### config.mk
export PLATFORM = sky130hd
export DESIGN_NAME = board_io_flat
export DESIGN_NICKNAME = d
export VERILOG_FILES = /design/src/rtl/board_io_pkg.sv /design/src/rtl/board_io_if.sv /design/src/rtl/board_debounce.sv /design/src/rtl/board_io.sv /design/src/flat_wrapper.sv
export SDC_FILE = /design/constraint.sdc
export NUM_CORES = 1
export LEC_CHECK = 0
export CORE_MARGIN = 2
export CORE_UTILIZATION = 50
export DETAILED_ROUTE_END_ITERATION = 16
export PLACE_DENSITY = 0.86
export REMOVE_ABC_BUFFERS = 1
export SETUP_SLACK_MARGIN = 0.02
export SYNTH_ARGS = -nofsm -noshare
export SYNTH_HDL_FRONTEND = slang
export SYNTH_SLANG_ARGS = --single-unit
### constraint.sdc
create_clock -name clk_i -period 1.6 [get_ports clk_i]
set_clock_uncertainty 0.15 [all_clocks]
set_input_delay 0.4 -clock clk_i [delete_from_list [all_inputs] [get_ports clk_i]]
set_output_delay 0.4 -clock clk_i [all_outputs]
set_load 0.05 [all_outputs]
### src/rtl/board_io_pkg.sv
// Shared constants and helpers for the board_io button/LED block.
package board_io_pkg;

    localparam int DefaultDebounceCycles = 6000;
    localparam int DefaultPwmWidth       = 8;

    function automatic int cnt_width(input int cycles);
        return $clog2(cycles + 1);
    endfunction

endpackage

### src/rtl/board_io_if.sv
// Button and LED signal bundle between board_io and its user logic.
interface board_io_if
    import board_io_pkg::*;
#(
    parameter int NumBtn   = 3,
    parameter int NumLed   = 5,
    parameter int PwmWidth = DefaultPwmWidth
);

    logic [NumBtn-1:0]   btn_i;
    logic [NumBtn-1:0]   btn_o;
    logic [NumBtn-1:0]   btn_rise_o;
    logic [NumBtn-1:0]   btn_fall_o;
    logic [NumLed-1:0]   led_i;
    logic [PwmWidth-1:0] bright_i;
    logic [NumLed-1:0]   led_o;

    modport slave (
        input  btn_i, led_i, bright_i,
        output btn_o, btn_rise_o, btn_fall_o, led_o
    );

    modport master (
        output btn_i, led_i, bright_i,
        input  btn_o, btn_rise_o, btn_fall_o, led_o
    );

endinterface

### src/rtl/board_debounce.sv
// One button channel: 2-flop synchronizer, stability counter, press/release pulses.
module board_debounce
    import board_io_pkg::*;
#(
    parameter int DebounceCycles = DefaultDebounceCycles,
    parameter bit ActiveLow      = 1'b0
) (
    input  logic clk_i,
    input  logic rst_ni,
    input  logic btn_i,
    output logic btn_o,
    output logic rise_o,
    output logic fall_o
);

    localparam int CntW = cnt_width(DebounceCycles);

    logic [1:0]      sync_q;
    logic [CntW-1:0] cnt_q, cnt_d;
    logic            lvl_q, lvl_d;
    logic            rise_q, rise_d;
    logic            fall_q, fall_d;
    logic            level;

    always_ff @(posedge clk_i or negedge rst_ni) begin
        if (!rst_ni) begin
            // Synchronizer parks at the released pin level so release makes no pulse.
            sync_q <= {2{ActiveLow}};
            cnt_q  <= '0;
            lvl_q  <= 1'b0;
            rise_q <= 1'b0;
            fall_q <= 1'b0;
        end else begin
            sync_q <= {sync_q[0], btn_i};
            cnt_q  <= cnt_d;
            lvl_q  <= lvl_d;
            rise_q <= rise_d;
            fall_q <= fall_d;
        end
    end

    always_comb begin
        level  = sync_q[1] ^ ActiveLow;
        cnt_d  = '0;
        lvl_d  = lvl_q;
        rise_d = 1'b0;
        fall_d = 1'b0;
        if (level != lvl_q) begin
            if (cnt_q == CntW'(DebounceCycles - 1)) begin
                lvl_d  = level;
                rise_d = level;
                fall_d = ~level;
            end else begin
                cnt_d = cnt_q + 1'b1;
            end
        end
    end

    assign btn_o  = lvl_q;
    assign rise_o = rise_q;
    assign fall_o = fall_q;

endmodule

### src/rtl/board_io.sv
// Debounced buttons with edge pulses, and PWM-dimmed LED outputs sharing one phase.
module board_io
    import board_io_pkg::*;
#(
    parameter int              NumBtn         = 3,
    parameter int              NumLed         = 5,
    parameter int              DebounceCycles = DefaultDebounceCycles,
    parameter int              PwmWidth       = DefaultPwmWidth,
    parameter logic [NumBtn-1:0] BtnActiveLow = '0
) (
    input  logic        clk_i,
    input  logic        rst_ni,
    board_io_if.slave   io
);

    logic [NumBtn-1:0]   btn_lvl, btn_rise, btn_fall;
    logic [PwmWidth-1:0] pwm_cnt_q, pwm_cnt_d;
    logic [PwmWidth-1:0] shadow_q, shadow_d;
    logic [NumLed-1:0]   led_q, led_d;
    logic                pwm_on;

    for (genvar g = 0; g < NumBtn; g++) begin : g_btn
        board_debounce #(
            .DebounceCycles (DebounceCycles),
            .ActiveLow      (BtnActiveLow[g])
        ) u_debounce (
            .clk_i  (clk_i),
            .rst_ni (rst_ni),
            .btn_i  (io.btn_i[g]),
            .btn_o  (btn_lvl[g]),
            .rise_o (btn_rise[g]),
            .fall_o (btn_fall[g])
        );
    end

    assign io.btn_o      = btn_lvl;
    assign io.btn_rise_o = btn_rise;
    assign io.btn_fall_o = btn_fall;

    // Shadow only updates at the wrap so a brightness change never splits a period.
    always_comb begin
        pwm_on    = (shadow_q == '1) || (pwm_cnt_q < shadow_q);
        pwm_cnt_d = pwm_cnt_q + 1'b1;
        shadow_d  = (pwm_cnt_q == '1) ? io.bright_i : shadow_q;
        led_d     = io.led_i & {NumLed{pwm_on}};
    end

    always_ff @(posedge clk_i or negedge rst_ni) begin
        if (!rst_ni) begin
            pwm_cnt_q <= '0;
            shadow_q  <= '0;
            led_q     <= '0;
        end else begin
            pwm_cnt_q <= pwm_cnt_d;
            shadow_q  <= shadow_d;
            led_q     <= led_d;
        end
    end

    assign io.led_o = led_q;

endmodule

### src/flat_wrapper.sv
// flat-port wrapper written by rule: the top's interface ports become plain ports
module board_io_flat import board_io_pkg::*;
#(
    parameter int              NumBtn         = 3,
    parameter int              NumLed         = 5,
    parameter int              DebounceCycles = DefaultDebounceCycles,
    parameter int              PwmWidth       = DefaultPwmWidth,
    parameter logic [NumBtn-1:0] BtnActiveLow = '0
)
  (clk_i, rst_ni, io_btn_i, io_led_i, io_bright_i, io_btn_o, io_btn_rise_o, io_btn_fall_o, io_led_o);
  board_io_if #(.NumBtn(NumBtn), .NumLed(NumLed), .PwmWidth(PwmWidth)) io_i ();
  input  logic clk_i;
  input  logic rst_ni;
  input wire logic [$bits(io_i.btn_i)-1:0] io_btn_i;
  input wire logic [$bits(io_i.led_i)-1:0] io_led_i;
  input wire logic [$bits(io_i.bright_i)-1:0] io_bright_i;
  output wire logic [$bits(io_i.btn_o)-1:0] io_btn_o;
  output wire logic [$bits(io_i.btn_rise_o)-1:0] io_btn_rise_o;
  output wire logic [$bits(io_i.btn_fall_o)-1:0] io_btn_fall_o;
  output wire logic [$bits(io_i.led_o)-1:0] io_led_o;
  assign io_i.btn_i = io_btn_i;
  assign io_i.led_i = io_led_i;
  assign io_i.bright_i = io_bright_i;
  assign io_btn_o = io_i.btn_o;
  assign io_btn_rise_o = io_i.btn_rise_o;
  assign io_btn_fall_o = io_i.btn_fall_o;
  assign io_led_o = io_i.led_o;
  board_io #(.NumBtn(NumBtn), .NumLed(NumLed), .DebounceCycles(DebounceCycles), .PwmWidth(PwmWidth), .BtnActiveLow(BtnActiveLow)) u_core (.clk_i(clk_i), .rst_ni(rst_ni), .io(io_i));
endmodule
==> metrics.md, run 1 <==
| Metric | Value |
|---|---|
| Status | complete, but fails checks |
| Initial Util | 50.9% |
| Final count of negative-setup-slack endpoints | 13 |
| Commonest non-fill, non-tap cell in the layout | dfrtp_1 |
| Row count | 30 |
| CTS Buf Count | 9 |
| Worst vdd rail ir drop | 0.769 mV |
| Number of synthesized register bits | 75 |
| CP arrival | 1910 ps |
| Routability Congestion | 0.842 |
| Grt ovf | 0 |
| Slowest cell on crit path | dfrtp_1 |
| Io pins | 32 |
| Syn Area/Cell | 11.5 um2 |
| Number of antenna diodes | 0 |
| Die Y | slightly below 90 um |
| WL per Instance | 18.4 um |
| Sequential-to-total area share from yosys stat | 54.8% |
| Worst relative slew slack | a little under three quarters |
| Worst-path fanout max | 5 |
| CTS clk-pin slew, worst paths | about 80 ps |
| Net count, final | 398 |
| Total power | 0.00379 W |
| Vias per inst | 5.63 |
| Clock root cell | clkbuf_8 |
| Fin. Hold Viols | 0 |
| Port buffer count | 31 |
| Post-Syn Instances | just under 300 |
| Worst setup SP type | register |
| HP Class | reg -> reg |
| Least-Margin Pin Slew | roughly 420 ps |
| Initial antenna violation count | 0 |
| Area Overhead vs Synth | 36.6% |
| Final period utilization | 115% |
| Die width | 86.7 um |
| Routed Antenna Nets | 0 |
| GRT Util Overall | 21.0% |
| Layout cell share with drive strength beyond 1 | 33.2% |
| Die area | ~7500 um2 |
| Max-cap viol count | 0 |
| Clock Latency Late Sink | 360 ps |
| Pre-CTS setup slack | -181 ps |
| First-pass GRT wire length | 11,800 um |
| Post-synth top area share | 54.8% |
| WS Path Type | reg -> reg |
| Worst path required time | 1670 ps |
| Routed WL | 8330 um |
| CP delay by family, top | compound AO/OA/AOI/OAI gates |
| CP bufs+invs | 1 |
| Netlist Area Pre-Place | around 3400 um2 |
| PD cells | 811 nW/um2 |
| Final Max Tran Viols | 0 |
| CP peak stage delay | 480 ps |
| Vias in the first global route | 2,511 |
| Largest net degree at the start of global routing | 76 |
| Vias after detailed routing | 2,556 |
| 1st-iter DRT viols | around 120 |
| Core box area | between 6000 and 7000 um2 |
| CP Capture Type | register |
| DR DRC count | 0 |
| Sink Count | 75 |
| Htree depth | 3 |
| Fin crit period | approximately 1800 ps |
| Warnings, synthesis | 0 |
| CTS tree | yes |
| Setup_tns | -2410 ps |
| Final worst setup slack | -233 ps |
| Distinct cells, synth | 24 |
| Leak | 2.11 nW |
| Failing checks | negative setup slack |
| CTS max path bufs | 2 |
| Fmax | 0.545 GHz |
| Most frequent cells in the layout | 72 x dfrtp_1, 40 x buf_4, 38 x nor2_1 |
| CP cell instances | ha_1 -> o21ai_1 -> a2111oi_4 -> buf_4 -> nor3b_2 |
| Top post-synthesis cells by area | dfrtp_1 55%, xor2_1 6.1%, nor2_1 4.9%, xnor2_1 4.6%, ha_1 4.0% |
| Largest area contributor in the netlist | dfrtp_1 |
| Drt pass-1 iters | 4 |
| RSZ-0062 raised after global routing | yes |
| DP HPWL | 4480 um |
| Finished Core Util | 69.6% |
timing repair:
item / CTS / global route
gates resized for setup: 16 / 33
endpoints found under the setup margin: 16 / 52
endpoints found under the hold margin: 75 / 0
pin swaps: 8 / 11
hold buffers: 1 / 0
buffers inserted: 3 / 9
synth_stat cells (all sizes together):
master,number
nor3b,11
nand3,14
nor3,6
nor2,45
a2111oi,2
dfrtp,75
and3,13
and4b,3
inv,9
buf,16
mux2,11
and4,3
nand2b,1
o21ai,1
xnor2,18
a21oi,1
xor2,24
nand2,11
nand4,22
ha,11
a31oi,1
per-stage QoR:
stage | hold slack, ps | area [um2] | std cells
detailed placement | 186 | 4120 | 425
floorplan | -45.6 | 3310 | 282
global route | 202 | 4670 | 454
finish | 196 | 4670 | 454
CTS | 199 | 4460 | 445
global placement | 185 | 4120 | 425
registers in the layout, indices dropped and copies added, names as in the netlist:
signal and flops:
u_core.io.led_o 5, u_core.g_btn.u_debounce.rise_o 3, u_core.g_btn.u_debounce.sync_q 6, u_core.g_btn.u_debounce.cnt_q 39
u_core.g_btn.u_debounce.btn_o 3, u_core.shadow_q 8, u_core.pwm_cnt_q 8, u_core.g_btn.u_debounce.fall_o 3
worst register-to-register path, stage by stage (launching register included):
cell,delay (ps)
dfrtp_1,480
ha_1,290
o21ai_1,170
a2111oi_4,340
buf_4,220
nor3b_2,50
final timing paths:
path / start / endpoint / slack, ps / depth (start not counted)
hold reg to reg: u_core.g_btn[2].u_debounce.sync_q[0]$_DFF_PN0_ / u_core.g_btn[2].u_debounce.sync_q[1]$_DFF_PN0_ / 200 / 0
setup / recovery: u_core.pwm_cnt_q[2]$_DFF_PN0_ / u_core.io.led_o[0]$_DFF_PN0_ / -230 / 5
min in group asynchronous: rst_ni / u_core.g_btn[1].u_debounce.cnt_q[7]$_DFF_PN0_ / 420 / 3
max in group asynchronous: rst_ni / u_core.g_btn[2].u_debounce.btn_o$_DFFE_PN0P_ / 520 / 3
setup reg to reg: u_core.pwm_cnt_q[2]$_DFF_PN0_ / u_core.io.led_o[0]$_DFF_PN0_ / -230 / 5
hold / removal: u_core.g_btn[2].u_debounce.sync_q[0]$_DFF_PN0_ / u_core.g_btn[2].u_debounce.sync_q[1]$_DFF_PN0_ / 200 / 0
layer usage:
| metal | global-route usage (%) | up-vias | wire, um |
|---|---|---|---|
| met5 | 0 | - | 0 |
| met4 | 9.80 | 0 | 350 |
| met3 | 6.57 | 25 | 393 |
| met2 | 34.6 | 66 | 4450 |
| met1 | 25.0 | 1305 | 3140 |
| li1 | - | 1160 | - |
area by class of cell:
type / count / area (um2)
clock inverters: 4 / 72.6
flip-flops and latches: 75 / 1880
fillers: 422 / 2050
clock buffers: 12 / 155
multi-input cells: 198 / 1610
repair buffers: 76 / 818
well taps: 80 / 100
inverters: 9 / 33.8
report_power, final:
group          internal [W]  leakage [nW]  switching (W)
combinational     0.0000988         0.992      0.0000917
sequential          0.00192          1.01      0.0000230
clock              0.000961         0.113       0.000695
total               0.00298          2.11       0.000810
cells by family (layout without fill, tap and decap cells):
family	Yosys count	in the layout	share of synthesized area, %
buf+inv	25	101	4.39
flops	75	75	54.8
fa+ha+maj	11	11	4.02
compound gates	5	5	2.08
simple gates	129	129	20.3
xor+xnor	42	42	10.7
mux	11	11	3.62
No activity file was read; power rests on OpenSTA's default activity.
==> run 2, diff against run 1 <==
--- a/config.mk
+++ b/config.mk
@@ -5,7 +5,7 @@
 export SDC_FILE = /design/constraint.sdc
 export NUM_CORES = 1
 export LEC_CHECK = 0
-export CORE_MARGIN = 2
+export CORE_MARGIN = 4
 export CORE_UTILIZATION = 50
 export DETAILED_ROUTE_END_ITERATION = 16
 export PLACE_DENSITY = 0.86
==> run 2 against run 1 <==
  * The run still ends with negative setup slack left
  * Critical path type unchanged
  * Worst setup slack improved by 74 ps
  * Critical endpoint is now u_core.io.led_o[1]$_DFF_PN0_
  * Via count shrank 0.27%
  * Global-route usage shrank 2.7 points
==> metrics.md, run 2 (same netlist as run 1, synthesis figures left out) <==
| Metric | Value |
|---|---|
| Vias in the first global route | 2,623 (+4.5%) |
| Die Y | 90.7 um (+4.6%) |
| Worst-path fanout max | 5 (unchanged) |
| Reg2Reg Launch Point | u_core.shadow_q[5]$_DFFE_PN0N_ |
| Row count | 29 (-3.3%) |
| HP Start | u_core.g_btn[2].u_debounce.sync_q[0]$_DFF_PN0_ |
| Total power | 0.00359 W (-5.3%) |
| Finished Core Util | 73.5% (+3.9 points) |
| Max layer used | met4 |
| Number of antenna diodes | 0 (unchanged) |
| Cell count after placement | 427 (+0.47%) |
| HP Class | reg -> reg |
| Htree depth | 3 (unchanged) |
| Setup_tns | -2570 ps (-154 ps) |
| Status | complete, but fails checks |
| Initial Util | 52.7% (+1.8 points) |
| WL per Instance | 18.0 um (-1.8%) |
| Commonest non-fill, non-tap cell in the layout | dfrtp_1 |
| Final count of negative-setup-slack endpoints | 29 (+16) |
| Final Max Tran Viols | 0 (unchanged) |
| WL met2 | 4370 um (-1.8%) |
| Setup crit end | u_core.io.led_o[1]$_DFF_PN0_ |
| DP HPWL | 4470 um (-0.11%) |
| Least-Margin Pin Slew | 461 ps (+39.0 ps) |
| PD cells | 753 nW/um2 (-7.2%) |
| Routed Antenna Nets | 0 (unchanged) |
| Reg with most FFs | u_core.g_btn.u_debounce.cnt_q |
| WL met1 | 3130 um (-0.45%) |
| Worst setup SP type | register |
| CP Capture Type | register |
| CTS clk-pin slew, worst paths | 70 ps (about the same) |
| Fin crit period | 1760 ps (-73.7 ps) |
| Slowest cell on crit path | a2111oi_4 |
| Routability Congestion | 0.798 (-5.3%) |
| First-pass GRT wire length | 11,900 um (+0.76%) |
| Area Overhead vs Synth | 39.4% |
| Grt ovf | 0 (unchanged) |
| WS Path Type | reg -> reg |
| Vias per inst | 5.60 (-0.49%) |
| Metal3 WL | 429 um (+9.2%) |
| Most frequent cells in the layout | 72 x dfrtp_1, 40 x buf_4, 32 x nor2_1 |
| Routed WL | 8210 um (-1.5%) |
| Final worst setup slack | -160 ps (+73.7 ps) |
| Port buffer count | 31 (unchanged) |
| Die area | 8230 um2 (+9.4%) |
| Io pins | 32 (unchanged) |
| CTS Buf Count | 9 (unchanged) |
| RSZ-0062 raised after global routing | yes |
| Max-cap viol count | 0 (unchanged) |
| Clock root cell | clkbuf_8 |
| Max reg flops | 39 (unchanged) |
| Top Registers | u_core.g_btn.u_debounce.cnt_q x39, u_core.pwm_cnt_q x8, u_core.shadow_q x8 |
| Sink Count | 75 (unchanged) |
| CP cell instances | inv_1 -> ha_1 -> nand4_1 -> a2111oi_4 -> nor3b_1 |
| CP Launch Point | u_core.shadow_q[5]$_DFFE_PN0N_ |
| Fin. Hold Viols | 0 (unchanged) |
| Non-filler cells, final | 455 (+0.22%) |
| Worst path required time | 1670 ps (about the same) |
| Die width | 90.7 um (+4.6%) |
| Initial antenna violation count | 0 (unchanged) |
| Fmax | 0.568 GHz (+4.2%) |
| CP peak stage delay | 420 ps (-60 ps) |
| CTS max path bufs | 2 (unchanged) |
| Vias after detailed routing | 2,549 (-0.27%) |
| DR DRC count | 0 (unchanged) |
| R2R depth | 5 (unchanged) |
| Largest net degree at the start of global routing | 76 (unchanged) |
| Failing checks | negative setup slack |
| Worst relative slew slack | 69.1% (-2.6 points) |
| Final period utilization | 110% (-4.6 points) |
| Net count, final | 402 (+1.0%) |
| FF-to-FF setup slack | -160 ps (+70 ps) |
| Drt pass-1 iters | 6 (+2) |
| Layout cell share with drive strength beyond 1 | 36.5% (+3.4 points) |
| CP arrival | 1830 ps (-80 ps) |
| Clock Latency Late Sink | 360 ps (about the same) |
| CTS tree | yes |
| Leak | 2.10 nW (-0.60%) |
| Worst vdd rail ir drop | 0.732 mV (-4.7%) |
| 1st-iter DRT viols | 143 (+24%) |
| R2r endpoint | u_core.io.led_o[1]$_DFF_PN0_ |
| GRT Util Overall | 18.2% (-2.7 points) |
| Core box area | 6490 um2 (-3.3%) |
## run 2: cell types whose count changed in the layout (fill, tap and decap cells not counted), sizes merged
cell,before,now
clkbuf,12,11
nand2,11,12
buf,59,62
bufinv,2,1
clkinv,1,3
## run 2: cell type report
cell class | count | area [um2]
tap | 77 | 96.3
multi-input combinational | 199 | 1710
clock inverter | 5 | 52.6
sequential | 75 | 1880
fill | 366 | 1720
inverter | 9 | 33.8
clock buffer | 11 | 141
timing repair buffer | 79 | 856
## run 2: routing by layer
metal,global-route usage [%],vias up
met3,7.17,23
met5,0,-
met4,8.04,0
li1,-,1170
met2,30.1,80
met1,21.0,1276
## run 2: power breakdown
part / switching, W / internal (W)
registers: 0.0000267 / 0.00192
logic: 0.0000963 / 0.000101
clock network: 0.000691 / 0.000755
total: 0.000814 / 0.00278
## run 2: worst min path at each step
stage | endpoint | slack (ps) | cells after the start
final | u_core.g_btn[2].u_debounce.sync_q[1]$_DFF_PN0_ | 210 | 0
after floorplan | u_core.g_btn[0].u_debounce.btn_o$_DFFE_PN0P_ | -50 | 0
after global routing | u_core.g_btn[2].u_debounce.sync_q[1]$_DFF_PN0_ | 210 | 0
after detailed placement | u_core.g_btn[1].u_debounce.sync_q[1]$_DFF_PN0_ | 190 | 0
after CTS | u_core.g_btn[1].u_debounce.sync_q[1]$_DFF_PN0_ | 210 | 0
after global placement | u_core.g_btn[0].u_debounce.sync_q[1]$_DFF_PN0_ | 180 | 0
## run 2: what timing repair did
action / in CTS / in global routing
resized for setup: 14 / 67
pin swaps: 3 / 23
setup buffers: 2 / 8
endpoints found under the hold margin: 75 / 0
endpoints found under the setup margin: 26 / 51
cloned: 0 / 1
hold buffers: 1 / 0
## run 2: metrics by stage
step	worst slack (ps)	area, um2	hold WS, ps
after detailed placement	-158	4140	191
after global routing	-237	4770	214
after floorplan	-180	3310	-45.6
final	-160	4770	207
after CTS	-106	4430	211
after global placement	-106	4140	184
## run 2: critical path, delay by kind of cell, from the launching register on
kind / cells / cell delay [ps]
AOI/OAI and AO/OA: 1 / 420
adders and majority gates: 1 / 310
and+or+nand+nor: 2 / 300
buffers and inverters: 1 / 60
DFF: 1 / 380
==> edit: new RTL, settings of run 1 <==
Make the reset (`rst_ni`) synchronous in 2 clocked blocks.
--- a/src/rtl/board_debounce.sv
+++ b/src/rtl/board_debounce.sv
@@ -22,7 +22,7 @@
     logic            fall_q, fall_d;
     logic            level;
 
-    always_ff @(posedge clk_i or negedge rst_ni) begin
+    always_ff @(posedge clk_i) begin
         if (!rst_ni) begin
             // Synchronizer parks at the released pin level so release makes no pulse.
             sync_q <= {2{ActiveLow}};
--- a/src/rtl/board_io.sv
+++ b/src/rtl/board_io.sv
@@ -45,7 +45,7 @@
         led_d     = io.led_i & {NumLed{pwm_on}};
     end
 
-    always_ff @(posedge clk_i or negedge rst_ni) begin
+    always_ff @(posedge clk_i) begin
         if (!rst_ni) begin
             pwm_cnt_q <= '0;
             shadow_q  <= '0;
Behaviour: no difference found for any inputs over 10 cycles, from zero or initial values and one cycle with rst_ni low; that may be too few to reach the edited logic, so the function may still have changed.
==> edit against run 1 <==
- design area is 2.3% higher
- power is 7.1% higher
- wire length is 2.4% higher
- critical path depth is 1 lower
- largest cell class is now multi-input gates
- via count is 9.5% higher
- highest routed layer unchanged
- area after synthesis is 9.2% lower
- sequential cell count stayed put
- setup slack worse by 0.13 ns
- clock power is 16% higher
- the flow still finishes with violations (negative setup slack)
- synthesized cell count is 15% higher
- critical endpoint is now u_core.g_btn[1].u_debounce.fall_o
==> edit: results (changes against run 1) <==
[status]
status = finished with violations
failed_checks = negative setup slack

[layout]
largest_registers = u_core.g_btn.u_debounce.cnt_q x39, u_core.pwm_cnt_q x8, u_core.shadow_q x8
layout-drive-gt1-share_pct = 39.1  ; +5.9 points
layoutNonFillerInstCount = 523  ; +15%
num-nets-final = 473  ; +19%

[clocking]
clock_insertion_delay_at_the_later_pin_of_the_skew_report_ns = 0.35
cts_max_level = 3  ; unchanged
clock_path_buffers = 2  ; unchanged
clock_tree.root_cell = clkbuf_8
cts-resized-gates = 36  ; +20
post_cts_buffers = 5  ; +2
cts_buffers = 9  ; unchanged

[synthesis]
ys_top_cells_by_area = dfxtp_1, nor2_1, xnor2_1
number_of_standard_cells_after_synthesis = 342  ; +15%
yosysSeqAreaShare_pct = 48.3  ; -6.5 points
post_synth_num_cell_types = 33  ; +38%
async_sr_flop_fraction_pct = 0  ; -100 points
synth_ff_type = dfxtp_1
yosys-top-cells-count = dfxtp_1, nor2_1, xnor2_1

[place]
detailed_place_hpwl_um = 4710  ; +5.1%
io_buffers = 31  ; unchanged
dp_cells = 496  ; +17%
place_congestion = 0.903  ; +7.3%

[pwr]
p_int_uw = 3250  ; +8.9%
pwr.group.combinational_uw = 236  ; +24%
power.ir.vdd_worst_mv = 0.846  ; +10%
seq_power_share_pct = 47.0  ; -4.3 points
leakage_power_of_the_design_uw = 0.00179  ; -15%

[detailed_routing]
drt_iter0_markers = 189  ; +64%
drt_first_pass_iters = 4  ; unchanged
routed_wirelength_um = 8530  ; +2.4%
vias_per_cell = 5.35  ; -4.9%

[critical_path]
cp_top_family = simple AND/OR/NAND/NOR gates
critical-path-max-stage-delay_ns = 0.51  ; +0.03 ns
critPathArrivalTime_ns = 2.09  ; +0.18 ns
worst_path_max_delay_cell = or4b_1
timing.critical_path.fanout_max = 3  ; -2

[sta]
worst_setup_margin_ns = -0.363  ; -0.129 ns
worst_rel_slew_slack_pct = 73.0  ; +1.3 points
finalSetupViolations = 38  ; +25
fin_setup_tns_ns = -8.43  ; -6.02 ns

[grt]
grt_max_degree = 18  ; -76%
gr-usage-met2_pct = 42.1  ; +7.5 points
globalRouteMet3Util_pct = 5.77  ; -0.81 points
grtUsageTotal_pct = 23.3  ; +2.4 points
grt_pass1_vias = 2823  ; +12%
use_met1_pct = 26.1  ; +1.0 points
grt_first_pass_wirelength_um = 13000  ; +10%

[edit: kinds of logic after synthesis]
kind of cell,share of synthesized area (%)
buf+inv,5.11
simple gates,25.2
flops,48.3
mux,0.966
xor+xnor,11.3
fa+ha+maj,4.43
compound gates,4.71
[edit: worst paths after layout]
path | startpoint | depth (start not counted) | end
worst min register to register | u_core.g_btn[2].u_debounce.sync_q[0] | 1 | u_core.g_btn[2].u_debounce.sync_q[1]
worst max register to register | u_core.g_btn[1].u_debounce.cnt_q[4] | 4 | u_core.g_btn[1].u_debounce.fall_o
worst min-delay path | u_core.g_btn[2].u_debounce.sync_q[0] | 1 | u_core.g_btn[2].u_debounce.sync_q[1]
worst max-delay path | u_core.g_btn[1].u_debounce.cnt_q[4] | 4 | u_core.g_btn[1].u_debounce.fall_o
[edit: final cells by class]
type / count / area, sq um
flip-flops and latches: 75 / 1520
inverters: 14 / 52.6
repair buffers: 109 / 1070
multi-input cells: 235 / 1780
clock buffers: 10 / 138
clock inverters: 5 / 125
well taps: 75 / 93.8
fillers: 340 / 1170
[edit: layer usage]
metal,vias to the layer above,share of wire (%)
met5,-,0
met4,0,1.9
met3,18,5.6
met2,101,53
met1,1333,39
li1,1348,-
[edit: per-stage QoR]
step | instance area, sq um | power [uW] | hold WS [ns] | utilization [%] | setup slack, ns
floorplan | 3000 | 2010 | 0.262 | - | -0.414
global placement | 4040 | 2130 | 0.265 | 67.9 | -0.355
detailed placement | 4040 | 2130 | 0.275 | 67.9 | -0.464
CTS | 4490 | 4040 | 0.286 | 75.4 | -0.424
global route | 4780 | 4200 | 0.319 | 80.3 | -0.414
finish | 4780 | 4060 | 0.302 | 80.3 | -0.363
